### src/rtl/mem_access_ctrl_pkg.sv
// mem_access_ctrl_pkg: shared FSM states, error-check constants and latency bounds
package mem_access_ctrl_pkg;
  typedef enum logic [2:0] {S_INIT, S_IDLE, S_ISSUE, S_RD_WAIT, S_RESP} state_e;
  localparam int RD_LAT_MIN = 1;
  localparam int RD_LAT_MAX = 4;
  localparam logic [1:0] ALIGN_MASK = 2'b11;
  function automatic logic addr_err(input logic [31:0] a, input logic [31:0] words);
    return (|(a[1:0] & ALIGN_MASK)) || ({2'b00, a[31:2]} >= words);
  endfunction
endpackage

### src/rtl/mem_access_ctrl_if.sv
// mem_access_ctrl_if: CPU request/response and memory-side signals of mem_access_ctrl
interface mem_access_ctrl_if;
  logic        i_ReqValid;
  logic        i_ReqWrite;
  logic [31:0] i_ReqAddr;
  logic [31:0] i_ReqWData;
  logic        o_ReqReady;
  logic        o_RspValid;
  logic        i_RspReady;
  logic [31:0] o_RspRData;
  logic        o_RspErr;
  logic        o_WEnable;
  logic [31:0] o_WAddr;
  logic [31:0] o_WData;
  logic        o_REnable;
  logic [31:0] o_RAddr;
  logic [31:0] i_RData;
  logic        i_MemBusy;
  modport slave (
    input  i_ReqValid, i_ReqWrite, i_ReqAddr, i_ReqWData, i_RspReady, i_RData, i_MemBusy,
    output o_ReqReady, o_RspValid, o_RspRData, o_RspErr, o_WEnable, o_WAddr, o_WData,
           o_REnable, o_RAddr
  );
  modport master (
    output i_ReqValid, i_ReqWrite, i_ReqAddr, i_ReqWData, i_RspReady, i_RData, i_MemBusy,
    input  o_ReqReady, o_RspValid, o_RspRData, o_RspErr, o_WEnable, o_WAddr, o_WData,
           o_REnable, o_RAddr
  );
endinterface

### src/rtl/mem_access_ctrl.sv
// mem_access_ctrl: single-outstanding CPU-to-memory access controller with range/alignment checks
module mem_access_ctrl
  import mem_access_ctrl_pkg::*;
#(
  parameter int READ_LATENCY = 2,
  parameter int MEM_WORDS    = 4096
) (
  input logic i_Clk,
  input logic i_Rst,
  mem_access_ctrl_if.slave bus
);
  localparam int CW = $clog2(READ_LATENCY + 1);
  if (READ_LATENCY < RD_LAT_MIN || READ_LATENCY > RD_LAT_MAX) begin : g_bad_lat
    $error("READ_LATENCY out of range");
  end
  if (MEM_WORDS < 1 || (MEM_WORDS & (MEM_WORDS - 1)) != 0) begin : g_bad_words
    $error("MEM_WORDS must be a power of two");
  end
  state_e state_q, state_d;
  logic [CW-1:0] cnt_q, cnt_d;
  logic write_q, write_d, err_q, err_d;
  logic [29:0] addr_q, addr_d;
  logic [31:0] wdata_q, wdata_d, rdata_q, rdata_d;
  logic ready, issue, resp;
  always_ff @(posedge i_Clk or posedge i_Rst) begin
    if (i_Rst) begin
      state_q <= S_INIT;
      cnt_q   <= '0;
      write_q <= 1'b0;
      err_q   <= 1'b0;
      addr_q  <= '0;
      wdata_q <= '0;
      rdata_q <= '0;
    end else begin
      state_q <= state_d;
      cnt_q   <= cnt_d;
      write_q <= write_d;
      err_q   <= err_d;
      addr_q  <= addr_d;
      wdata_q <= wdata_d;
      rdata_q <= rdata_d;
    end
  end
  always_comb begin
    state_d = state_q;
    cnt_d   = cnt_q;
    write_d = write_q;
    err_d   = err_q;
    addr_d  = addr_q;
    wdata_d = wdata_q;
    rdata_d = rdata_q;
    case (state_q)
      S_INIT:  state_d = bus.i_MemBusy ? S_INIT : S_IDLE;
      S_IDLE: if (ready && bus.i_ReqValid) begin
        write_d = bus.i_ReqWrite;
        addr_d  = bus.i_ReqAddr[31:2];
        wdata_d = bus.i_ReqWData;
        rdata_d = '0;
        err_d   = addr_err(bus.i_ReqAddr, 32'(MEM_WORDS));
        state_d = err_d ? S_RESP : S_ISSUE;
      end
      S_ISSUE: begin
        cnt_d   = CW'(READ_LATENCY);
        state_d = write_q ? S_RESP : S_RD_WAIT;
      end
      S_RD_WAIT: begin
        cnt_d = cnt_q - CW'(1);
        if (cnt_q == CW'(1)) begin
          rdata_d = bus.i_RData;
          state_d = S_RESP;
        end
      end
      S_RESP:  state_d = bus.i_RspReady ? S_IDLE : S_RESP;
      default: state_d = S_INIT;
    endcase
  end
  assign ready = (state_q == S_IDLE) && !bus.i_MemBusy;
  assign issue = (state_q == S_ISSUE);
  assign resp  = (state_q == S_RESP);
  // Address/data buses stay zero unless their strobe is active
  assign bus.o_ReqReady = ready;
  assign bus.o_RspValid = resp;
  assign bus.o_RspErr   = resp && err_q;
  assign bus.o_RspRData = (resp && !err_q && !write_q) ? rdata_q : '0;
  assign bus.o_WEnable  = issue && write_q;
  assign bus.o_REnable  = issue && !write_q;
  assign bus.o_WAddr    = bus.o_WEnable ? {2'b00, addr_q} : '0;
  assign bus.o_WData    = bus.o_WEnable ? wdata_q : '0;
  assign bus.o_RAddr    = bus.o_REnable ? {2'b00, addr_q} : '0;
endmodule
### src/flat_wrapper.sv
// flat-port wrapper written by rule: the top's interface ports become plain ports
module mem_access_ctrl_flat import mem_access_ctrl_pkg::*;
#(
  parameter int READ_LATENCY = 2,
  parameter int MEM_WORDS    = 4096
)
  (i_Clk, i_Rst, bus_i_ReqValid, bus_i_ReqWrite, bus_i_ReqAddr, bus_i_ReqWData, bus_i_RspReady, bus_i_RData, bus_i_MemBusy, bus_o_ReqReady, bus_o_RspValid, bus_o_RspRData, bus_o_RspErr, bus_o_WEnable, bus_o_WAddr, bus_o_WData, bus_o_REnable, bus_o_RAddr);
  mem_access_ctrl_if bus_i ();
  input logic i_Clk;
  input logic i_Rst;
  input wire logic [$bits(bus_i.i_ReqValid)-1:0] bus_i_ReqValid;
  input wire logic [$bits(bus_i.i_ReqWrite)-1:0] bus_i_ReqWrite;
  input wire logic [$bits(bus_i.i_ReqAddr)-1:0] bus_i_ReqAddr;
  input wire logic [$bits(bus_i.i_ReqWData)-1:0] bus_i_ReqWData;
  input wire logic [$bits(bus_i.i_RspReady)-1:0] bus_i_RspReady;
  input wire logic [$bits(bus_i.i_RData)-1:0] bus_i_RData;
  input wire logic [$bits(bus_i.i_MemBusy)-1:0] bus_i_MemBusy;
  output wire logic [$bits(bus_i.o_ReqReady)-1:0] bus_o_ReqReady;
  output wire logic [$bits(bus_i.o_RspValid)-1:0] bus_o_RspValid;
  output wire logic [$bits(bus_i.o_RspRData)-1:0] bus_o_RspRData;
  output wire logic [$bits(bus_i.o_RspErr)-1:0] bus_o_RspErr;
  output wire logic [$bits(bus_i.o_WEnable)-1:0] bus_o_WEnable;
  output wire logic [$bits(bus_i.o_WAddr)-1:0] bus_o_WAddr;
  output wire logic [$bits(bus_i.o_WData)-1:0] bus_o_WData;
  output wire logic [$bits(bus_i.o_REnable)-1:0] bus_o_REnable;
  output wire logic [$bits(bus_i.o_RAddr)-1:0] bus_o_RAddr;
  assign bus_i.i_ReqValid = bus_i_ReqValid;
  assign bus_i.i_ReqWrite = bus_i_ReqWrite;
  assign bus_i.i_ReqAddr = bus_i_ReqAddr;
  assign bus_i.i_ReqWData = bus_i_ReqWData;
  assign bus_i.i_RspReady = bus_i_RspReady;
  assign bus_i.i_RData = bus_i_RData;
  assign bus_i.i_MemBusy = bus_i_MemBusy;
  assign bus_o_ReqReady = bus_i.o_ReqReady;
  assign bus_o_RspValid = bus_i.o_RspValid;
  assign bus_o_RspRData = bus_i.o_RspRData;
  assign bus_o_RspErr = bus_i.o_RspErr;
  assign bus_o_WEnable = bus_i.o_WEnable;
  assign bus_o_WAddr = bus_i.o_WAddr;
  assign bus_o_WData = bus_i.o_WData;
  assign bus_o_REnable = bus_i.o_REnable;
  assign bus_o_RAddr = bus_i.o_RAddr;
  mem_access_ctrl #(.READ_LATENCY(READ_LATENCY), .MEM_WORDS(MEM_WORDS)) u_core (.i_Clk(i_Clk), .i_Rst(i_Rst), .bus(bus_i));
endmodule
### config.mk
export PLATFORM = sky130hd
export DESIGN_NAME = mem_access_ctrl_flat
export DESIGN_NICKNAME = d
export VERILOG_FILES = /design/src/rtl/mem_access_ctrl_pkg.sv /design/src/rtl/mem_access_ctrl_if.sv /design/src/rtl/mem_access_ctrl.sv /design/src/flat_wrapper.sv
export SDC_FILE = /design/constraint.sdc
export NUM_CORES = 1
export LEC_CHECK = 0
export BUFFER_PORTS_ARGS = -buffer_cell sky130_fd_sc_hd__buf_2
export CAP_MARGIN = 20
export CORE_ASPECT_RATIO = 0.7
export CORE_UTILIZATION = 40
export CTS_BUF_LIST = sky130_fd_sc_hd__clkbuf_4
export CTS_CLUSTER_DIAMETER = 30
export DETAILED_ROUTE_END_ITERATION = 10
export HOLD_SLACK_MARGIN = 0.06
export PLACE_DENSITY = 0.7
export SLEW_MARGIN = 30
export SYNTH_ARGS = -nofsm -noshare
export SYNTH_HDL_FRONTEND = slang
export SYNTH_SLANG_ARGS = --single-unit
export TNS_END_PERCENT = 10
### constraint.sdc
create_clock -name i_Clk -period 7.84 [get_ports i_Clk]
set_clock_uncertainty 0.05 [all_clocks]
set_input_delay 0.784 -clock i_Clk [delete_from_list [all_inputs] [get_ports i_Clk]]
set_output_delay 0.784 -clock i_Clk [all_outputs]
set_load 0.01 [all_outputs]
Word level (Yosys, flattened, before mapping)
Cells that the tools add are included.
- bits in registers: 101
- bits of input ports: 102
- output and inout bits: 133
- eq/ne operators: 7
- reductions and logical operators: 18
- add/subtract/negate cells: 1
- $lt $le $gt $ge: 1
- muxes and demuxes: 15
- operators with widths (cell ; number):
    two-way mux 32 bit ; 4
    case mux 32 bit (2 select lines) ; 1
    two-way mux 30 bit ; 2
    >= comparator 30 x 13 -> 1 bit, second input constant ; 1
    two-way mux 3 bit ; 5
    case mux 3 bit (5 select lines) ; 1
    logical AND 1 bit ; 7
    == test 3 x 2 -> 1 bit, second input constant ; 2
    != test 2 x 1 -> 1 bit, second input constant ; 2
    case mux 2 bit (2 select lines) ; 1
    AND reduction 2 bit ; 2
    nonzero test 2 bit ; 2
    == test 3 x 1 -> 1 bit, second input constant ; 1
    == test 3 bit, second input constant ; 1
    logical NOT 1 bit ; 3
    logical NOT 3 bit ; 1
    AND reduction 3 bit ; 1
    == test 2 x 1 -> 1 bit, second input constant ; 1
    OR reduction 2 bit ; 1
    subtractor 2 x 1 -> 2 bit, second input constant ; 1
    logical OR 1 bit ; 1
    two-way mux 1 bit ; 1

Longest topological paths before layout
- word-level depth: 5
- gate-level depth with buffers: 7

Least setup slack after synthesis
No wires, ideal clock.
- path type: reg-to-output
- start: reg u_core.state_q[1]
- end: out bus_o_RspRData[10]
- path slack: 5.537 ns
- buffers on the path: 2
- cell stages (with the launch flop): 6
- arrival time: 1.469 ns
- cells stage by stage: dfrtp_1 > buf_4 > or3_4 > nor3_4 > clkbuf_2 > and2_1
- cells in the longest elaborated chain, start to end: 4
- ends and longest elaborated chain (what ; line ; RTL):
    start: declaration ; mem_access_ctrl.sv:19 ; state_e state_q, state_d;
    start signal: assignment ; mem_access_ctrl.sv:35 ; state_q <= state_d;
    == test 3 bit ; mem_access_ctrl.sv:79 ; assign resp = (state_q == S_RESP);
    logical AND 1 bit (2 in series) ; mem_access_ctrl.sv:84 ; assign bus.o_RspRData = (resp && !err_q && !write_q) ? rdata_q : '0;
    two-way mux 32 bit ; mem_access_ctrl.sv:84 ;
    end: declaration ; flat_wrapper.sv:20 ; output wire logic [$bits(bus_i.o_RspRData)-1:0] bus_o_RspRData;
No other way between the ends.

Worst setup path in the final report
- start: reg u_core.state_q[1]
- end: out bus_o_RAddr[25]
- cells in the longest elaborated chain, start to end: 3
- ends and longest elaborated chain (what ; line ; RTL):
    == test 3 x 2 -> 1 bit ; mem_access_ctrl.sv:78 ; assign issue = (state_q == S_ISSUE);
    logical AND 1 bit ; mem_access_ctrl.sv:86 ; assign bus.o_REnable = issue && !write_q;
    two-way mux 30 bit ; mem_access_ctrl.sv:89 ; assign bus.o_RAddr = bus.o_REnable ? {2'b00, addr_q} : '0;
    end: declaration ; flat_wrapper.sv:26 ; output wire logic [$bits(bus_i.o_RAddr)-1:0] bus_o_RAddr;
No other way between the ends.

==> out/results.tsv <==
stage	metric	value	unit
worst_setup_path	Crit. End Element	primary output	
place	routability cong.	0.792	
cells_and_area	top library cells by usage in the layout, fill and taps aside	sky130_fd_sc_hd__buf_2 (230), sky130_fd_sc_hd__and2_1 (126), sky130_fd_sc_hd__dfrtp_1 (101)	
worst_setup_path	arrival time at the worst endpoint	2.45	ns
cells_and_area	Area Growth Syn to Fin	28.1	%
route	vias after detailed routing	3881	
clocking	setup fix buffers added after clock tree synthesis	0	
global_route	via count of the first global-routing pass	3576	
yosys	number of unique standard cell types used by synthesis	33	
clocking	buffer depth of the longest clock path	2	
worst_setup_path	CP Buf/Inv Count	2	
route	Via-to-Cell Ratio	4.63	
worst_setup_path	required time worst endpoint	7.01	ns
cells_and_area	fraction of layout cells with a size suffix above 1	0.478	
clocking	hold buffers post-CTS	0	
worst_setup_path	worst r2r dst	u_core.state_q[1]	
timing	setup repair after global routing missed its margin	no	
pwr	leakage power	3.53	nW
cells_and_area	Post-Route Utilization	0.539	
clocking	H-tree depth	3	
yosys	mapped cell area	5050	sq um
yosys	Mapped Avg Cell Area	11.0	sq um
floorplanning	Core Box Area	12000	sq um
cells_and_area	area used by sequential logic in the layout	2530	sq um
floorplanning	number of top-level pins	235	
floorplanning	Die Wd	136	um
timing	least setup slack across all paths after layout	4.56	ns
clocking	root buf cell	sky130_fd_sc_hd__clkbuf_4	
timing	number of setup violations in the final report	0	
yosys	post-synthesis sequential area ratio	0.500	
pwr	Tot Pwr	1.43	mW
cells_and_area	most frequent standard cell in the layout excluding fill and tap cells	sky130_fd_sc_hd__buf_2	
worst_setup_path	kind of cell adding the most delay to the critical path	simple AND/OR/NAND/NOR gates	
clocking	Clk pin slew, worst setup/hold paths	0.15	ns
route	first drt pass iteration count	4	
timing	Total Neg Setup Slack	0	ns
cells_and_area	number of antenna diodes	0	
place	count of input and output buffers	230	
timing	hold violation count in the final report	0	
timing	Final Max Slew Viols	0	
route	Wirelength per Cell	13.8	um
worst_setup_path	class of the most critical setup path	reg2out	
floorplanning	total die area	13100	sq um
place	DP Area	6330	sq um
place	DP HPWL	8500	um
worst_setup_path	setup slack on the worst flop-to-flop path	5.64	ns
pwr	power density normalized to cell area	220	nW/um^2
worst_setup_path	kind of launch point of the worst setup path	flip-flop	
status	status	completed	
route	antenna-violating nets left	0	
cells_and_area	Final nets	780	
floorplanning	starting density of the core	0.421	
global_route	GRT Total Usage	0.179	
worst_setup_path	longest individual stage delay on the worst path	0.66	ns
global_route	wire length of the first global-routing pass	18000	um
worst_setup_path	R2R cell count	4	
clocking	number of gates given a new drive strength after cts	0	
min_path	class of the tightest hold or removal check	in2async	
worst_setup_path	startpoint of the worst-slack reg-to-reg timing path	u_core.state_q[0]	
worst_setup_path	cells along the critical path	nand2_2, nor3_2, buf_4, and2_1, buf_2	
yosys	Post-Syn Instances	460	
timing	final hold slack	0.290	ns
cells_and_area	Final Non-Filler Cells	839	
yosys	register bit count reported by yosys	101	
timing	final period demand of the worst path	3.28	ns
run	number of max-cap violations	0	
cells_and_area	final instance area	6470	sq um
pwr	worst vdd rail ir drop	0.119	mV
clocking	number of buffers created by CTS	9	
cells_and_area	Multi-input gate area	2360	sq um
route	remaining design rule violation count	0	
timing	final cycle utilization of the critical path	0.419	
global_route	global-route congestion overflow total	0	
clocking	clock tree from TritonCTS	done	
clocking	CTS sink cnt	101	
timing	maximum clock frequency	305	MHz
cells_and_area	count of filler cells inserted in the layout	1104	
place	setup slack at placement	4.99	ns
worst_setup_path	worst-path fanout max	16	
route	wirelength, routed	11600	um
floorplanning	number of core rows	33	
floorplanning	die height	96.0	um
global_route	largest net degree at the start of global routing	67	
route	violation count after the first detailed-routing iteration	141	
global_route	antenna violations before repair	1	
timing	Slew Limit Headroom	0.446	
clocking	latest clock arrival within the worst-skew pair	0.43	ns
yosys	Yosys warnings	0	
timing	transition at the pin with the smallest max-transition slack	0.827	ns
place	number of placed instances, taps included	822	
worst_setup_path	CP max stage cell	sky130_fd_sc_hd__nor3_2	
## state kept, by name (all words and copies together), names as in the netlist
register	cells
u_core.addr_q	30
u_core.cnt_q	2
u_core.err_q	1
u_core.rdata_q	32
u_core.state_q	3
u_core.wdata_q	32
u_core.write_q	1
## area by class of cell
cell class,instances,area share
clock buffers,10,0.0116
clock inverters,6,0.00715
inverters,4,0.00271
multi-input cells,324,0.364
flip-flops and latches,101,0.390
well taps,157,0.0303
repair buffers,237,0.194
## Yosys cell counts, drive strengths merged
master | n | area (sq um)
a21oi | 3 | 15.0
conb | 1 | 3.75
mux2i | 2 | 20.0
nor3 | 3 | 26.3
nand3b | 1 | 7.51
nand2b | 1 | 6.26
nor4b | 1 | 23.8
a31o | 1 | 8.76
o221ai | 1 | 8.76
clkbuf | 19 | 75.1
nand2 | 68 | 260
nand3 | 1 | 5.00
dfrtp | 101 | 2530
or3 | 1 | 11.3
nor2 | 1 | 3.75
inv | 4 | 15.0
nor3b | 4 | 41.3
o21ai | 35 | 175
mux2 | 63 | 852
nor4 | 5 | 31.3
buf | 15 | 121
o21bai | 1 | 7.51
nor2b | 1 | 6.26
ha | 1 | 12.5
and2 | 126 | 788
## per-layer routing
layer	up-vias	GRT usage	wire, um
met5	-	0	0
met4	0	0.0463	94
met3	9	0.0627	1040
met2	146	0.281	5310
met1	1801	0.235	5170
li1	1925	-	-
## worst max-delay path by stage
stage                        to              start  depth (start not counted)  slack [ns]
2_1_floorplan  u_core.addr_q[0]              i_Rst                          1        4.36
5_1_grt         bus_o_RAddr[18]  u_core.state_q[1]                          5        4.34
3_3_place_gp       u_core.err_q      bus_i_MemBusy                          5        5.10
3_5_place_dp    bus_o_RAddr[25]  u_core.state_q[1]                          5        4.99
6_report        bus_o_RAddr[25]  u_core.state_q[1]                          5        4.56
4_1_cts         bus_o_RAddr[25]  u_core.state_q[1]                          5        4.46
## worst reg2reg max path, cell delays in order, from the launching register on
cell,delay [ns]
sky130_fd_sc_hd__dfrtp_1,0.58
sky130_fd_sc_hd__nor4b_4,0.46
sky130_fd_sc_hd__nand2_8,0.41
sky130_fd_sc_hd__nor3_1,0.49
sky130_fd_sc_hd__a31o_2,0.17
## kinds of logic after synthesis
kind of cell,share of synthesized area
AND/OR/NAND/NOR,0.240
flip-flops,0.500
multiplexers,0.173
AO/OA/AOI/OAI,0.0426
buffers and inverters,0.0418
adder cells (fa/ha/maj),0.00248
other,0.000742
## where the power goes
part           switching [mW]  total [mW]  internal (mW)
sequential              0.114       0.803          0.689
clock                   0.177       0.249         0.0719
combinational           0.122       0.374          0.252
total                   0.413        1.43           1.01
No activity file was read; power rests on OpenSTA's default activity.
